==> config.mk <==
export PLATFORM = sky130hd
export DESIGN_NAME = mod_butterfly_pipe
export DESIGN_NICKNAME = d
export VERILOG_FILES = /design/src/rtl/mod_butterfly_pipe.sv
export SDC_FILE = /design/constraint.sdc
export NUM_CORES = 1
export LEC_CHECK = 0
export CAP_MARGIN = 10
export CORE_MARGIN = 4
export CORE_UTILIZATION = 62
export DETAILED_ROUTE_END_ITERATION = 16
export HOLD_SLACK_MARGIN = 0.02
export PLACE_DENSITY = 0.93
export SETUP_SLACK_MARGIN = 0.2
export SLEW_MARGIN = 25
export SYNTH_ARGS = -nofsm -noshare
export SYNTH_HDL_FRONTEND = slang
export SYNTH_SLANG_ARGS = --single-unit
==> constraint.sdc <==
create_clock -name clk -period 5.2 [get_ports clk]
set_input_delay 1.3 -clock clk [delete_from_list [all_inputs] [get_ports clk]]
set_output_delay 1.3 -clock clk [all_outputs]
set_load 0.02 [all_outputs]
==> src/rtl/mod_butterfly_pipe.sv <==
// Two-stage modular add/sub/butterfly pipeline with ready/valid flow control.
// S1 captures raw sum/difference and transaction context; S2 applies the modular correction.
module mod_butterfly_pipe #(
  parameter int unsigned DATA_W = 16,
  parameter int unsigned CNT_W  = 16
) (
  input  logic              clk,
  input  logic              reset,
  input  logic              in_valid,
  output logic              in_ready,
  input  logic [1:0]        mode,
  input  logic [DATA_W-1:0] q,
  input  logic [DATA_W-1:0] a,
  input  logic [DATA_W-1:0] b,
  output logic              out_valid,
  input  logic              out_ready,
  output logic [DATA_W-1:0] out0,
  output logic [DATA_W-1:0] out1,
  output logic              out_err,
  output logic [CNT_W-1:0]  op_count
);

  localparam int unsigned EXT_W = DATA_W + 1;

  localparam logic [1:0] MODE_ADD  = 2'b00;
  localparam logic [1:0] MODE_SUB  = 2'b01;
  localparam logic [1:0] MODE_BFLY = 2'b10;
  localparam logic [1:0] MODE_PASS = 2'b11;

  typedef struct packed {
    logic [1:0]        mode;
    logic [DATA_W-1:0] q;
    logic [DATA_W-1:0] a;
    logic [DATA_W-1:0] b;
    logic [EXT_W-1:0]  sum;
    logic [EXT_W-1:0]  diff;
    logic              err;
  } s1_t;

  // Stage 1 registers
  logic s1_valid_q, s1_valid_d;
  s1_t  s1_q, s1_d;

  // Stage 2 (output) registers
  logic              out_valid_q, out_valid_d;
  logic [DATA_W-1:0] out0_q, out0_d;
  logic [DATA_W-1:0] out1_q, out1_d;
  logic              out_err_q, out_err_d;
  logic [CNT_W-1:0]  op_count_q, op_count_d;

  // Flow control
  logic s2_adv_c;
  logic s1_adv_c;
  logic consume_c;

  // Corrected arithmetic from S1 contents
  logic [EXT_W-1:0] add_ext_c;
  logic [EXT_W-1:0] sub_ext_c;
  logic [DATA_W-1:0] add_c;
  logic [DATA_W-1:0] sub_c;

  assign s2_adv_c  = !out_valid_q || out_ready;
  assign s1_adv_c  = !s1_valid_q || s2_adv_c;
  assign consume_c = out_valid_q && out_ready;
  assign in_ready  = s1_adv_c;

  assign out_valid = out_valid_q;
  assign out0      = out0_q;
  assign out1      = out1_q;
  assign out_err   = out_err_q;
  assign op_count  = op_count_q;

  // S1 next state: capture operands, raw sum/difference and the range flag
  always_comb begin
    s1_valid_d = s1_valid_q;
    s1_d       = s1_q;
    if (s1_adv_c) begin
      s1_valid_d = in_valid;
      if (in_valid) begin
        s1_d.mode = mode;
        s1_d.q    = q;
        s1_d.a    = a;
        s1_d.b    = b;
        s1_d.sum  = EXT_W'(a) + EXT_W'(b);
        s1_d.diff = EXT_W'(a) - EXT_W'(b);
        s1_d.err  = (mode != MODE_PASS) &&
                    ((q == '0) || (a >= q) || (b >= q));
      end
    end
  end

  // Modular correction; diff MSB is the sign of the DATA_W+1-bit difference
  always_comb begin
    add_ext_c = s1_q.sum;
    if (s1_q.sum >= EXT_W'(s1_q.q)) begin
      add_ext_c = s1_q.sum - EXT_W'(s1_q.q);
    end
    sub_ext_c = s1_q.diff;
    if (s1_q.diff[DATA_W]) begin
      sub_ext_c = s1_q.diff + EXT_W'(s1_q.q);
    end
    add_c = DATA_W'(add_ext_c);
    sub_c = DATA_W'(sub_ext_c);
  end

  // S2 next state: output mapping, held while the consumer stalls
  always_comb begin
    out_valid_d = out_valid_q;
    out0_d      = out0_q;
    out1_d      = out1_q;
    out_err_d   = out_err_q;
    if (s2_adv_c) begin
      out_valid_d = s1_valid_q;
      if (s1_valid_q) begin
        out_err_d = s1_q.err;
        case (s1_q.mode)
          MODE_ADD: begin
            out0_d = add_c;
            out1_d = '0;
          end
          MODE_SUB: begin
            out0_d = sub_c;
            out1_d = '0;
          end
          MODE_BFLY: begin
            out0_d = add_c;
            out1_d = sub_c;
          end
          default: begin
            out0_d = s1_q.a;
            out1_d = s1_q.b;
          end
        endcase
      end
    end
  end

  // Completed-transaction counter, wraps naturally
  always_comb begin
    op_count_d = op_count_q;
    if (consume_c) begin
      op_count_d = op_count_q + CNT_W'(1);
    end
  end

  always_ff @(posedge clk or negedge reset) begin
    if (!reset) begin
      s1_valid_q  <= 1'b0;
      s1_q        <= '0;
      out_valid_q <= 1'b0;
      out0_q      <= '0;
      out1_q      <= '0;
      out_err_q   <= 1'b0;
      op_count_q  <= '0;
    end else begin
      s1_valid_q  <= s1_valid_d;
      s1_q        <= s1_d;
      out_valid_q <= out_valid_d;
      out0_q      <= out0_d;
      out1_q      <= out1_d;
      out_err_q   <= out_err_d;
      op_count_q  <= op_count_d;
    end
  end

endmodule

==> out/qor.txt <==
Total track usage = 0.303
Number of setup buffers added after CTS = 0
Via density = 6.32
Clock root buffer = clkbuf_16
Via count = 8824
CP endpoint kind = register
Distinct cell type count after synthesis = 71
CTS buffer count = 17
Clk buf depth = 2
Pwr/cell area = 427 mW/mm^2
RSZ-0062 raised after global routing = false
WL/cell = 19.1 um
Worst Hold Class = reg -> reg
Total negative slack = 0 ps
Clock skew = 6.01 ps
CP max FO = 4
Fillers = 1015
Startpoint types = primary input
Nets = 1350
Via count of the first global-routing pass = 8481
Final Cycle Share = 0.779
Hold Slack = 469 ps
Worst-Margin Slew = 908 ps
Largest net degree at the start of global routing = 89
# Max-Cap Violations = 0
First-iteration detailed-routing DRC count = 966
Number of enable flip-flop cells after synthesis = 0
Placed inst area = 0.0107 mm^2
Sequential share of the synthesized area = 0.355
Gate Count Post-Synth = 1112
Cts hold-fix bufs = 0
GRT overflow = 0
Fmax = 247 MHz
Top_reg_cell synth = dfrtp_1
Antenna violations before repair = 0
Final instance area = 0.0113 mm^2
Row cnt = 45
Routed wire length = 26700 um
Worst-skew pair later-pin latency = 430 ps
Final min period = 4050 ps
DIE HEIGHT = 132 um
Global-route wire length before repair = 42600 um
Hpwl dp = 19400 um
DR pass1 iterations = 7
CP Class = in -> reg
Final ANT Viol Nets = 0
CTS sink count = 135
Share of layout cells above drive strength 1 = 0.0513
Crit path required time = 5510 ps
CTS tree = done
Synth Net Count = 1266
Port bufs = 104
P_leak = 0.00523 uW
Relative slew slack = 0.391
Area Overhead vs Synth = 18.9%
Yosys warns = 0
Routability cong. = 0.954
Core Footprint = 0.0151 mm^2
I/O pin cnt = 105
Cell Area, Synth = 0.00952 mm^2
Max-slew violations = 0
Diodes inserted = 0
Arr. time, crit path = 4360 ps
Final setup viols = 0
Chip width = 132 um
H-Tree Depth = 4
Die ar. = 0.0174 mm^2
CTS clock-pin slew for the worst setup and hold paths = 60 ps
Mean post-synth cell area = 8.56 um^2
Post-cts resize count = 0
Initial core utilization = 0.628
Hold Fails Final Rpt = 0
# DRC = 0
Flops & latches, synth = 135
Outcome = finished, final reports clean
Post-synth ARST share = 1.00
IR drop worst, VDD = 0.000322 V
-- worst paths after layout --
path	from	endpoint	slack [ps]	cells past startpoint
max	b[1]	s1_q[16]	1150	11
max reg2reg	s1_q[26]	out0[3]	2030	9
min reg2reg	op_count[15]	op_count[15]	470	1
min	op_count[15]	op_count[15]	470	1
min in group asynchronous	reset	out1[0]	940	1
max in group asynchronous	reset	s1_q[47]	3380	2
-- critical path: stages --
cell,delay (ps)
clkdlybuf4s50_1,560
inv_1,110
ha_1,310
nor2b_1,160
o211ai_1,240
a31oi_1,160
o21ai_1,320
o211ai_1,220
a2111oi_0,670
nor4_1,120
nand3b_1,180
-- cell type report --
class / instances / area, um^2 / share of cell area
multi-input cells: 857 / 5680 / 0.501
flip-flops and latches: 135 / 3380 / 0.299
repair buffers: 111 / 1090 / 0.0967
clock buffers: 20 / 457 / 0.0404
inverters: 74 / 278 / 0.0245
well taps: 188 / 235 / 0.0208
clock inverters: 12 / 199 / 0.0176
-- kinds of logic after synthesis --
logic type / count (synthesis) / synth area share
mux: 35 / 0.0385
compound gates: 295 / 0.194
simple gates: 373 / 0.179
flops: 135 / 0.355
fa+ha+maj: 100 / 0.135
buf+inv: 120 / 0.0494
xor+xnor: 54 / 0.0497
-- cells in the mapped netlist (all sizes together) (5+ instances only) --
master	n	area [um^2]
a211oi	10	80.1
a211o	5	43.8
xor2	15	131
nor2b	13	81.3
ha	96	1200
o21ai	125	626
mux2i	22	220
nor4	8	50.1
o21bai	9	67.6
a21boi	5	37.5
nor3	19	95.1
or3	9	61.3
xnor2	39	342
nand2	187	702
a21oi	51	259
clkbuf	36	135
nand4	10	62.6
dfrtp	135	3380
o21a	7	52.6
buf	10	57.6
nand3	25	125
mux2	13	146
o41ai	5	51.3
and3	9	56.3
and2	6	37.5
a31oi	10	62.6
nand2b	18	113
inv	73	274
nor2	55	206
o31ai	10	75.1
a21o	15	113
o211ai	12	90.1
-- metrics by stage --
stage               setup WS [ps]  power (uW)  instances   util
floorplan                    1870        2780       1112      -
global placement             1020        3340       1365  0.704
detailed placement            848        3430       1365  0.704
CTS                          1250        4790       1397  0.747
global route                 1030        5070       1397  0.747
finish                       1150        4830       1397  0.747
-- sequential cells by signal, indices dropped and copies added (netlist names) --
register and cells:
s1_q 84, op_count 16, out0 16, out1 16, out_err 1, s1_valid_q 1
out_valid 1
-- where the power goes --
group | total (uW) | switching (uW) | internal, uW
Sequential | 1480 | 205 | 1280
Clock | 1340 | 461 | 874
Combinational | 2010 | 1140 | 871
-- layout by cell type, fill, tap and decap left out, types with 6 or more instances in the layout --
cell             instances
a211oi_1                 9
a21o_1                  15
a21oi_1                 50
a31oi_1                 10
and2_1                   6
and3_1                   9
buf_4                    7
clkbuf_16               17
clkdlybuf4s50_1        103
dfrtp_1                135
ha_1                    96
inv_1                   73
mux2_2                  10
mux2i_1                 22
nand2_1                186
nand2b_1                18
nand3_1                 25
nand4_1                 10
nor2_1                  55
nor2b_1                 13
nor3_1                  19
nor4_1                   8
o211ai_1                12
o21a_1                   7
o21ai_0                119
o21ai_1                  6
o21bai_1                 9
o31ai_1                 10
or3_1                    8
xnor2_1                 39
xor2_1                  15
-- per-layer routing --
layer / wire (um) / part of all wire / vias up / track usage
met2: 12000 / 0.45 / 559 / 0.479
met1: 10900 / 0.41 / 4116 / 0.409
met4: 724 / 0.027 / 0 / 0.100
met3: 3120 / 0.12 / 71 / 0.0763
met5: 0 / 0 / - / 0
li1: - / - / 4078 / -
Note: power is estimated with default switching activity, not from simulation.
